===== src/rtl/wb_branch_resolve_pkg.sv =====
// Shared definitions for the write-back / branch-resolve slice.
// Contents:
//   - Default widths and the default squash depth.
//   - Load-format (LOAD_*) encodings.
//   - Branch-condition (BR_*) encodings.
//   - The resolver state type.
package wb_branch_resolve_pkg;

  localparam int DEF_DATA_WIDTH     = 32;
  localparam int DEF_REG_ADDR_WIDTH = 5;
  localparam int DEF_PC_WIDTH       = 16;
  localparam int DEF_FLUSH_DEPTH    = 8;

  // Four bits covers the full 1..15 range of squash depths.
  localparam int CNT_WIDTH = 4;

  localparam logic [2:0] LOAD_LW  = 3'b000;
  localparam logic [2:0] LOAD_LH  = 3'b001;
  localparam logic [2:0] LOAD_LHU = 3'b010;
  localparam logic [2:0] LOAD_LB  = 3'b011;
  localparam logic [2:0] LOAD_LBU = 3'b100;

  localparam logic [2:0] BR_EQ  = 3'b000;
  localparam logic [2:0] BR_NE  = 3'b001;
  localparam logic [2:0] BR_LT  = 3'b010;
  localparam logic [2:0] BR_GE  = 3'b011;
  localparam logic [2:0] BR_JMP = 3'b100;

  typedef enum logic {
    IDLE   = 1'b0,
    SQUASH = 1'b1
  } wb_state_e;

endpackage


===== src/rtl/wb_branch_resolve_load_format.sv =====
// load_format: purely combinational little-endian load formatter.
// Ports:
//   word     - raw word read from data memory
//   off      - byte offset within the word; bit 1 selects the half-word
//   loadtype - LOAD_* encoding; unknown encodings behave as a full-word load
//   data     - formatted, sign- or zero-extended result
module load_format
  import wb_branch_resolve_pkg::*;
#(
  parameter int DATA_WIDTH = DEF_DATA_WIDTH
) (
  input  logic [DATA_WIDTH-1:0] word,
  input  logic [1:0]            off,
  input  logic [2:0]            loadtype,
  output logic [DATA_WIDTH-1:0] data
);

  logic [7:0]  byte_sel;
  logic [15:0] half_sel;

  always_comb begin
    case (off)
      2'd0:    byte_sel = word[7:0];
      2'd1:    byte_sel = word[15:8];
      2'd2:    byte_sel = word[23:16];
      default: byte_sel = word[31:24];
    endcase

    half_sel = off[1] ? word[31:16] : word[15:0];

    case (loadtype)
      LOAD_LH:  data = {{(DATA_WIDTH-16){half_sel[15]}}, half_sel};
      LOAD_LHU: data = {{(DATA_WIDTH-16){1'b0}}, half_sel};
      LOAD_LB:  data = {{(DATA_WIDTH-8){byte_sel[7]}}, byte_sel};
      LOAD_LBU: data = {{(DATA_WIDTH-8){1'b0}}, byte_sel};
      default:  data = word;
    endcase
  end

endmodule


===== src/rtl/wb_branch_resolve.sv =====
// wb_branch_resolve: consumer end of the execute-stage bundle.
// Drives the register-file write port and resolves branches, redirecting
// fetch and squashing the younger instructions already in flight.
// Ports:
//   clk, rst           - clock; synchronous active-low reset
//   p_i                - execute result, [36] sign, [35:0] value
//   regwrite_i         - plain register write
//   regwriteui_i       - upper-immediate write
//   sr_i, cmpsel_i     - set-result write; cmpsel_i picks zero (1) or sign (0)
//   rd_addr_i          - destination register
//   dm_re_i            - load; loadtype_i and dm_regfile_data_i format it
//   branchen_i         - branch; branchtype_i condition, branchtarget_i target
//   rf_we_o/addr/data  - registered register-file write port
//   br_taken_o, br_pc_o- one-cycle redirect pulse and its (held) target
//   flush_o            - high while younger instructions are being discarded
module wb_branch_resolve
  import wb_branch_resolve_pkg::*;
#(
  parameter int DATA_WIDTH     = DEF_DATA_WIDTH,
  parameter int REG_ADDR_WIDTH = DEF_REG_ADDR_WIDTH,
  parameter int PC_WIDTH       = DEF_PC_WIDTH,
  parameter int FLUSH_DEPTH    = DEF_FLUSH_DEPTH
) (
  input  logic                      clk,
  input  logic                      rst,
  input  logic [36:0]               p_i,
  input  logic                      regwrite_i,
  input  logic                      regwriteui_i,
  input  logic                      sr_i,
  input  logic                      cmpsel_i,
  input  logic [REG_ADDR_WIDTH-1:0] rd_addr_i,
  input  logic                      dm_re_i,
  input  logic [2:0]                loadtype_i,
  input  logic [DATA_WIDTH-1:0]     dm_regfile_data_i,
  input  logic                      branchen_i,
  input  logic [2:0]                branchtype_i,
  input  logic [PC_WIDTH-1:0]       branchtarget_i,
  output logic                      rf_we_o,
  output logic [REG_ADDR_WIDTH-1:0] rf_addr_o,
  output logic [DATA_WIDTH-1:0]     rf_data_o,
  output logic                      br_taken_o,
  output logic [PC_WIDTH-1:0]       br_pc_o,
  output logic                      flush_o
);

  wb_state_e            state;
  logic [CNT_WIDTH-1:0] cnt;

  logic                  zero;
  logic                  neg;
  logic                  br_cond;
  logic                  wr_req;
  logic [DATA_WIDTH-1:0] load_data;
  logic [DATA_WIDTH-1:0] wr_data;

  // The upper value bits of p_i carry nothing this stage consumes.
  logic unused_p_bits;
  assign unused_p_bits = ^p_i[35:32];

  load_format #(
    .DATA_WIDTH(DATA_WIDTH)
  ) u_load_format (
    .word    (dm_regfile_data_i),
    .off     (p_i[1:0]),
    .loadtype(loadtype_i),
    .data    (load_data)
  );

  // Flags, branch condition and write-data selection. Loads win over
  // set-result, which wins over upper-immediate, which wins over the ALU value.
  always_comb begin
    zero   = (p_i[31:0] == 32'd0);
    neg    = p_i[36];
    wr_req = regwrite_i | regwriteui_i | sr_i | dm_re_i;

    case (branchtype_i)
      BR_EQ:   br_cond = zero;
      BR_NE:   br_cond = !zero;
      BR_LT:   br_cond = neg;
      BR_GE:   br_cond = !neg;
      BR_JMP:  br_cond = 1'b1;
      default: br_cond = 1'b0;
    endcase

    if (dm_re_i)
      wr_data = load_data;
    else if (sr_i)
      wr_data = {{(DATA_WIDTH-1){1'b0}}, (cmpsel_i ? zero : neg)};
    else if (regwriteui_i)
      wr_data = DATA_WIDTH'({p_i[15:0], 16'h0000});
    else
      wr_data = DATA_WIDTH'(p_i[31:0]);
  end

  // Resolver FSM with registered outputs. A taken branch in IDLE pulses the
  // redirect, raises flush and loads the counter with FLUSH_DEPTH-1; SQUASH
  // then discards one instruction per cycle until the counter has run out,
  // giving a flush window of exactly FLUSH_DEPTH cycles. A branch that also
  // writes (link) still performs its write in the redirect cycle.
  always_ff @(posedge clk) begin
    if (!rst) begin
      state      <= IDLE;
      cnt        <= '0;
      rf_we_o    <= 1'b0;
      rf_addr_o  <= '0;
      rf_data_o  <= '0;
      br_taken_o <= 1'b0;
      br_pc_o    <= '0;
      flush_o    <= 1'b0;
    end else begin
      rf_addr_o  <= rd_addr_i;
      rf_data_o  <= wr_data;
      br_taken_o <= 1'b0;

      case (state)
        IDLE: begin
          rf_we_o <= wr_req & (rd_addr_i != '0);
          if (branchen_i && br_cond) begin
            br_taken_o <= 1'b1;
            br_pc_o    <= branchtarget_i;
            flush_o    <= 1'b1;
            cnt        <= CNT_WIDTH'(FLUSH_DEPTH - 1);
            if (FLUSH_DEPTH > 1)
              state <= SQUASH;
          end else begin
            flush_o <= 1'b0;
          end
        end

        SQUASH: begin
          rf_we_o <= 1'b0;
          if (cnt == '0) begin
            state   <= IDLE;
            flush_o <= 1'b0;
          end else begin
            cnt     <= cnt - 1'b1;
            flush_o <= 1'b1;
          end
        end

        default: begin
          state   <= IDLE;
          rf_we_o <= 1'b0;
          flush_o <= 1'b0;
        end
      endcase
    end
  end

endmodule


===== config.mk =====
export PLATFORM = sky130hd
export DESIGN_NAME = wb_branch_resolve
export DESIGN_NICKNAME = d
export VERILOG_FILES = /design/src/rtl/wb_branch_resolve_pkg.sv /design/src/rtl/wb_branch_resolve_load_format.sv /design/src/rtl/wb_branch_resolve.sv
export SDC_FILE = /design/constraint.sdc
export NUM_CORES = 1
export LEC_CHECK = 0
export CAP_MARGIN = 0
export CELL_PAD_IN_SITES_DETAIL_PLACEMENT = 1
export CELL_PAD_IN_SITES_GLOBAL_PLACEMENT = 1
export CORE_UTILIZATION = 26
export DETAILED_ROUTE_END_ITERATION = 10
export PLACE_DENSITY = 0.87
export SLEW_MARGIN = 0
export SYNTH_ARGS = -nofsm -noshare
export SYNTH_HDL_FRONTEND = slang
export SYNTH_SLANG_ARGS = --single-unit

===== constraint.sdc =====
create_clock -name clk -period 1.8 [get_ports clk]
set_clock_uncertainty 0.15 [all_clocks]
set_input_delay 0.27 -clock clk [delete_from_list [all_inputs] [get_ports clk]]
set_output_delay 0.27 -clock clk [all_outputs]
set_load 0.05 [all_outputs]

=== After elaboration in Yosys (flattened, before gate mapping) ===
Index checks and enable logic that the tools add are counted.

* Add/subtract/negate cells: 1
* Equality and inequality tests: 12
* Muxes and demuxes: 15
* Bitwise logic cells: 6
* Reductions and logical operators: 11

{| class="wikitable"
|+ Operators by type and width
! kind !! number
|-
| $pmux 32 s4 || 1
|-
| $mux 32 || 3
|-
| $logic_not 32->1 || 1
|-
| $pmux 8 s3 || 1
|-
| $mux 16 || 1
|-
| $eq 3x2->1 const B || 4
|-
| $mux 4 || 2
|-
| $pmux 4 s2 || 1
|-
| $eq 3x1->1 const B || 2
|-
| $eq 3x3->1 const B || 2
|-
| $pmux 1 s5 || 1
|-
| $reduce_bool 5->1 || 1
|-
| $logic_not 4->1 || 1
|-
| $ne 2x2->1 const B || 2
|-
| $pmux 1 s2 || 2
|-
| $reduce_and 2->1 || 2
|-
| $sub 4x1->4 const B || 1
|-
| $logic_not 3->1 || 1
|-
| $mux 1 || 3
|-
| $or 1x1->1 || 3
|-
| $eq 2x1->1 const B || 1
|-
| $eq 2x2->1 const B || 1
|-
| $logic_not 1->1 || 2
|-
| $logic_not 2->1 || 1
|-
| 4 further kinds || 5
|}

* Flip-flop bits (word level): 60
* Word-level logic and storage cells: 52

=== Longest topological paths before layout ===
Gate-level depths: netlist of the first run.

* Depth in word-level cells: 6
* Depth in mapped cells: 7

=== Hierarchy ===
A second synthesis of the first run with hierarchy kept.

* Cell total of the unflattened synthesis: 444
* Area, all modules: 3,791.1 µm²

{| class="wikitable"
|+ By module, submodules not included
! module !! instances !! cells an instance !! area an instance (µm²)
|-
| wb_branch_resolve || 1 || 293 || 2,650.0
|-
| load_format || 1 || 151 || 1,141.1
|}

=== Worst setup path before layout of the first run ===
Ideal clock, no wire load.

* Path type: input to register
* Start: in p_i[1]
* End: reg br_pc_o[0]
* Setup time: 0.072 ns
* Data arrival time: 1.680 ns
* Required time: 1.578 ns
* Setup slack: -0.102 ns
* Stages: 7
* Path buffers: 2
* Cells stage by stage: buf_6 nor4_2 nand4_1 or3_4 a31oi_4 buf_6 mux2i_1

* Cells in the longest elaborated chain, start to end: 5

{| class="wikitable"
|+ Ends and longest elaborated chain
! item !! line !! text
|-
| from (decl) || wb_branch_resolve.sv:26 || <nowiki>input logic [36:0] p_i,</nowiki>
|-
| $logic_not 32->1 (*) || wb_branch_resolve.sv:72 || <nowiki>zero = (p_i[31:0] == 32'd0);</nowiki>
|-
| $logic_not 1->1 || wb_branch_resolve.sv:78 || <nowiki>BR_NE: br_cond = !zero;</nowiki>
|-
| $pmux 1 s5 (*) || wb_branch_resolve.sv:76 || <nowiki>case (branchtype_i)</nowiki>
|-
| $logic_and 1x1->1 (*) || wb_branch_resolve.sv:118 || <nowiki>if (branchen_i && br_cond) begin</nowiki>
|-
| $reduce_and 2->1 (no line) (*) || - ||
|-
| to (signal assigned) || wb_branch_resolve.sv:120 || <nowiki>br_pc_o <= branchtarget_i;</nowiki>
|-
| to (decl) || wb_branch_resolve.sv:42 || <nowiki>output logic [PC_WIDTH-1:0] br_pc_o,</nowiki>
|}

Mark *: on every way between the ends. The rest lies on a longest branch, timed or not.
A chain may end at the register's enable or synchronous reset.

=== Worst setup path in the final report of the first run ===
* Start: in p_i[23]
* End: reg cnt[1]

* Cells in the longest elaborated chain, start to end: 6

{| class="wikitable"
|+ Ends and longest elaborated chain
! item !! line !! text
|-
| $logic_not 32->1 (*) || wb_branch_resolve.sv:72 ||
|-
| $logic_not 1->1 || wb_branch_resolve.sv:78 ||
|-
| $pmux 1 s5 (*) || wb_branch_resolve.sv:76 ||
|-
| $logic_and 1x1->1 (*) || wb_branch_resolve.sv:118 ||
|-
| $ne 2x2->1 (no line) (*) || - ||
|-
| $reduce_and 2->1 (no line) (*) || - ||
|-
| to (signal assigned) || wb_branch_resolve.sv:122 || <nowiki>cnt <= CNT_WIDTH'(FLUSH_DEPTH - 1);</nowiki>
|-
| to (signal assigned) || wb_branch_resolve.sv:136 || <nowiki>cnt <= cnt - 1'b1;</nowiki>
|-
| to (decl) || wb_branch_resolve.sv:47 || <nowiki>logic [CNT_WIDTH-1:0] cnt;</nowiki>
|}

Marks and branches as above.

==> metrics.yaml, run 1 <==
fill_cells: 1360
die_x_um: 114
synth.cells.most_frequent: "dfxtp_1 (60), nand2_1 (52), mux2i_1 (44)"
core.rowCount: 40
cts_sinks: 60
multiInputGateArea_sq_mm: 0.00210
synth_edf_count: 0
clock_path_buffers: 2
io-pin-count: 160
finalMaxSlewViolations: 0
clockRootBuffer: "clkbuf_16"
antenna_violating_nets_post_route: 0
synth.net_count: 462
antenna_found_initial: 0
drt-total-wl_um: 15600
drtIter0Drc: 208
tritoncts: "done"
timing.final.hold_violations: 0
wire_per_inst_um: 20.5
ys_warn_count: 0
critPathKind: "in -> reg"
post-route-worst-setup-slack_ns: -0.147
drc: 0
ys_dominant_reg_cell: "dfxtp_1"
drt-vias-per-instance: 5.05
die_height_um: 114
maxCapViolCount: 0
numPortBuffers: 155
clk-insertion-delay-late_ns: 0.33
leakage_nw: 2.66
cp-start-kind: "primary input"
place_hpwl_um: 11000
final_estimated_routing_congestion_in_global_placement: 0.914
post_layout_nonfiller_instances: 762
status: "finished with violations"
rel_slew_slack: 0.688
grt_max_degree: 62
synthesis.area_sq_mm: 0.00327
max-vdd-ir-drop_uv: 576
synthDominantAreaCellType: "dfxtp_1"
finish.net_count: 695
clk_transition_reported_paths_ns: 0.06
yosysSeqAreaShare: 0.367
placement.cell_area_sq_mm: 0.00547
timing.critical_path.from: "p_i[23]"
grt_pass1_vias: 4291
placement.setup.worst_slack_ns: -0.869
synth.ff_latch_count: 60
synthToLayoutAreaGrowth_pct: 86.1
wire_length_of_the_first_global_routing_pass_um: 23400
setup_crit_end_kind: "flop"
die_area_sq_mm: 0.0130
synth-async-reset-ratio: 0
track_usage: 0.240
yosys.cell_count.top_type: "dfxtp_1"
failing_checks: "setup timing"
yosys.cell_types.count: 48
synth.top_cells.by_area: "dfxtp_1 (37%), mux2i_1 (13%), nand2_1 (6.0%), a21boi_0 (3.7%), o22ai_1 (3.3%)"
min_period_over_period: 1.08
dp.cells: 734
hp-start: "p_i[17]"
critPathMaxFanout: 6
seq_area_sq_mm: 0.00120
total_congestion_overflow: 0
worst_pin_slew_ns: 0.469
finalCriticalPeriod_ns: 1.95
drt_pass1_iterations: 4
syn-mean-instance-area_sq_um: 9.19
netlist_instances: 356
initial_core_util: 0.270
antenna_cells: 0
num_vias: 3845
yosysTopAreaCellShare: 0.367
total_power_density_per_cell_area_mw_per_mm2: 796
timing.rr.start: "cnt[0]"
core-area_sq_mm: 0.0121
cp_data_required_time_ns: 1.87
final_instance_area_sq_mm: 0.00609
cts_max_level: 3
setup_viol: 21
cts-buffers-inserted: 9
min_path_type: "in -> reg"
rsz0062_at_grt: "true"
drive_above_1_share: 0.382
max_clock_freq_mhz: 514
signal_arrival_time_at_the_worst_endpoint_ns: 2.02
-- per-layer routing --
metal | GRT usage | wire length (um) | up-vias
li1 | - | - | 1775
met1 | 0.255 | 5930 | 1902
met2 | 0.453 | 8470 | 136
met3 | 0.0566 | 789 | 32
met4 | 0.0987 | 416 | 0
met5 | 0 | 0 | -
-- what timing repair did --
item,CTS,global route
buffers inserted,10,2
pin swaps,26,8
gates cloned,3,1
gates resized for setup,166,12
hold buffers,0,0
endpoints found under the setup margin,54,27
-- state kept, by name (all words and copies together), names as in the netlist --
signal      cells
br_taken_o      1
cnt             4
rf_data_o      32
rf_addr_o       5
state           1
rf_we_o         1
br_pc_o        16
-- worst max-delay path: stages --
cell and delay (ns):
clkdlybuf4s15_1 0.22, nor4_2 0.31, nand4_1 0.17, buf_4 0.19, o21ai_4 0.13, a31oi_4 0.12
buf_6 0.16, buf_16 0.14, o311a_1 0.30
-- cells in the final DEF (no fill, tap or decap), drive strengths merged, types with 10 or more instances in the layout --
cell type and instances:
buf 167, clkbuf 15, nand2 52, a21oi 10, dfxtp 60, mux2i 44, dlygate4sd2 11, nand2b 10
o22ai 17, clkdlybuf4s15 10, clkdlybuf4s50 54, a21boi 30
-- worst paths after layout --
check | slack (ns) | end | depth (start not counted)
max | -0.15 | cnt[1] | 9
min | 0.10 | rf_data_o[17] | 3
max reg2reg | 0.14 | cnt[0] | 6
min reg2reg | 0.31 | br_pc_o[5] | 2
-- area by class of cell --
type	count	share of cell area
clock buffers	13	0.0428
well taps	168	0.0345
inverters	8	0.00493
flip-flops and latches	60	0.197
repair buffers	249	0.363
clock inverters	3	0.0113
multi-input cells	261	0.346
-- report_power, final --
part           leakage [nW]  internal [mW]  switching (mW)
Combinational          2.01          0.667           0.796
Sequential            0.494           1.42          0.0470
Clock                 0.160           1.29           0.620
Total                  2.66           3.38            1.46
-- metrics by stage --
step | hold slack (ns) | utilization | TNS (ns) | power (mW)
3_3_place_gp | 0.297 | 0.451 | -39.19 | 2.80
4_1_cts | 0.0940 | 0.497 | -1.05 | 4.83
5_1_grt | 0.0974 | 0.502 | -3.00 | 5.02
2_1_floorplan | 0.247 | - | -0.287 | 2.18
6_report | 0.101 | 0.502 | -1.98 | 4.84
3_5_place_dp | 0.308 | 0.451 | -41.20 | 2.85
-- logic make-up after synthesis --
group,count (synthesis),share of synthesized area
AND/OR/NAND/NOR,107,0.168
AO/OA/AOI/OAI,90,0.204
flip-flops,60,0.367
multiplexers,52,0.176
buffers and inverters,36,0.0516
adder cells (fa/ha/maj),7,0.0230
XOR/XNOR,4,0.0107
(Power assumes the default switching activity.)
==> run 2: changes to the inputs <==
--- a/config.mk
+++ b/config.mk
@@ -5,10 +5,10 @@
 export SDC_FILE = /design/constraint.sdc
 export NUM_CORES = 1
 export LEC_CHECK = 0
-export CAP_MARGIN = 0
 export CELL_PAD_IN_SITES_DETAIL_PLACEMENT = 1
 export CELL_PAD_IN_SITES_GLOBAL_PLACEMENT = 1
 export CORE_UTILIZATION = 26
+export CTS_CLUSTER_SIZE = 16
 export DETAILED_ROUTE_END_ITERATION = 10
 export PLACE_DENSITY = 0.87
 export SLEW_MARGIN = 0
==> results of run 2 <==
The final DEF is identical to that of run 1; final timing and power are the same.
==> run 3: changes to the inputs <==
--- a/config.mk
+++ b/config.mk
@@ -15,3 +15,4 @@
 export SYNTH_ARGS = -nofsm -noshare
 export SYNTH_HDL_FRONTEND = slang
 export SYNTH_SLANG_ARGS = --single-unit
+export TNS_END_PERCENT = 50
==> run 3 against run 2 <==
  * The flow still finishes with violations (setup timing)
  * Total power shrank 4.0%
  * Clock power down 9.9%
  * Non-clock buffer count fell by 1
  * Critical path type unchanged
==> metrics.yaml, run 3 (synthesized netlist as in run 1, its figures left out) <==
status: "finished with violations"
failing_checks: "setup timing"
antenna_violating_nets_post_route: 0  # unchanged
layout.cells.most_common: "buf_4"
multiInputGateArea_sq_mm: 0.00211  # +0.18%
wire_length_of_the_first_global_routing_pass_um: 22900  # -2.0%
synthToLayoutAreaGrowth_pct: 83.8
drt-vias-per-instance: 5.10  # +1.2%
total_power_density_per_cell_area_mw_per_mm2: 773  # -2.9%
top_register: "rf_data_o"
crit_chain: "clkdlybuf4s15_1 > nor4_2 > nand4_1 > buf_4 > o21ai_4 > a31oi_4 > buf_6 > buf_16 > o311a_1"
cts_hold_buffers: 0  # unchanged
place_hpwl_um: 11200  # +1.7%
critPathMaxFanout: 6  # unchanged
number_of_flip_flops_in_the_largest_register: 32  # unchanged
post_layout_nonfiller_instances: 759  # -0.39%
final_instance_area_sq_mm: 0.00601  # -1.2%
die_x_um: 114  # unchanged
total_congestion_overflow: 0  # unchanged
track_usage: 0.236  # -0.00438
core.rowCount: 40  # unchanged
cts-buffers-inserted: 9  # unchanged
finalMaxSlewViolations: 0  # unchanged
clk-insertion-delay-late_ns: 0.33  # about the same
clockRootBuffer: "clkbuf_16"
wire_per_inst_um: 20.1  # -1.7%
numPortBuffers: 155  # unchanged
min_path_type: "in -> reg"
antenna_found_initial: 1  # +1
num_vias: 3874  # +0.75%
signal_arrival_time_at_the_worst_endpoint_ns: 2.07  # +0.05 ns
cts_max_level: 3  # unchanged
critPathKind: "in -> reg"
tritoncts: "done"
finalCriticalPeriod_ns: 2.00  # +0.0559 ns
drt-total-wl_um: 15300  # -2.1%
antenna_cells: 0  # unchanged
setup_crit_end_kind: "flop"
grt_pass1_vias: 4271  # -0.47%
drt_pass1_iterations: 4  # unchanged
dp.cells: 737  # +0.41%
grt_max_degree: 62  # unchanged
die_height_um: 114  # unchanged
biggestRegsByFlops: "rf_data_o (32), br_pc_o (16), rf_addr_o (5)"
drtIter0Drc: 190  # -8.7%
finish.net_count: 694  # -0.14%
critPathSlowestCell: "nor4_2"
post-route-worst-setup-slack_ns: -0.203  # -0.0559 ns
final_estimated_routing_congestion_in_global_placement: 0.842  # -7.9%
drc: 0  # unchanged
clock_path_buffers: 2  # unchanged
drive_above_1_share: 0.381  # -0.00144
core-area_sq_mm: 0.0121  # unchanged
clk_transition_reported_paths_ns: 0.05  # about the same
timing.hold.ws_ns: 0.0565  # -0.0448 ns
min_period_over_period: 1.11  # +0.0311
placement.cell_area_sq_mm: 0.00550  # +0.64%
io-pin-count: 160  # unchanged
worst_pin_slew_ns: 0.369  # -0.0998 ns
cp_data_required_time_ns: 1.86  # about the same
maxCapViolCount: 0  # unchanged
rsz0062_at_grt: "true"
cts_sinks: 60  # unchanged
seq_area_sq_mm: 0.00120  # unchanged
initial_core_util: 0.270  # unchanged
cp-start-kind: "primary input"
timing.final.hold_violations: 0  # unchanged
final_cell_mix: "buf_4 (140), dfxtp_1 (60), clkdlybuf4s50_1 (59), nand2_1 (52), mux2i_1 (41)"
max_clock_freq_mhz: 499  # -2.8%
fill_cells: 1392  # +2.4%
die_area_sq_mm: 0.0130  # unchanged
max-vdd-ir-drop_uv: 605  # +5.1%
leakage_nw: 2.59  # -2.9%
worst_path_largest_cell_delay_ns: 0.32  # about the same
setup_viol: 22  # +4.8%
rel_slew_slack: 0.754  # +0.0665
[run 3: changes by cell type in the layout (fill, tap and decap cells not counted), moves of 2 or more]
cell,before,now
a21boi_1,16,20
a21boi_2,7,2
buf_4,138,140
buf_6,11,9
clkbuf_2,0,2
clkdlybuf4s15_2,4,2
clkdlybuf4s50_1,54,59
dlymetal6s2s_1,5,0
[run 3: stage by stage]
stage	total power, mW	setup WS, ns	utilization	TNS [ns]
after floorplan	2.18	-0.0253	-	-0.500
after global placement	2.81	-0.836	0.454	-37.87
after detailed placement	2.86	-0.910	0.454	-41.04
after CTS	4.66	-0.146	0.494	-2.01
after global routing	4.81	-0.249	0.496	-3.47
final	4.65	-0.203	0.496	-2.17
[run 3: what timing repair did]
item                       CTS  global route
setup endpoints to repair   54            40
setup buffers                6             2
pin swaps                   20            11
cloned                       4             0
resized for setup          141            30
[run 3: final cells by class]
cell class | count | share of cell area
inverters | 8 | 0.00499
multi-input cells | 261 | 0.350
well taps | 168 | 0.0350
clock buffers | 12 | 0.0427
flip-flops and latches | 60 | 0.200
clock inverters | 2 | 0.00583
repair buffers | 248 | 0.361
[run 3: metal layers]
layer	up-vias	GRT usage	share of wire
li1	1769	-	-
met1	1914	0.245	0.38
met2	151	0.441	0.53
met3	38	0.0646	0.060
met4	2	0.104	0.027
met5	-	0	0.00085
[run 3: report_power, final]
part / switching [mW] / internal, mW / total (mW)
registers: 0.0452 / 1.42 / 1.47
logic: 0.795 / 0.666 / 1.46
clock network: 0.591 / 1.13 / 1.72
[run 3: path summary, 6_finish.rpt]
path              slack [ns]  cells after the start       start             to
setup / recovery       -0.20                      9      p_i[4]         cnt[1]
hold / removal          0.06                      3     p_i[10]  rf_data_o[10]
setup reg to reg        0.22                      6      cnt[0]         cnt[2]
hold reg to reg         0.31                      2  br_pc_o[6]     br_pc_o[6]
[run 3: worst max-delay path: cells and delay by family]
family / cells / cell delay, ns
compound gates: 3 / 0.61
buf+inv: 4 / 0.72
simple gates: 2 / 0.47
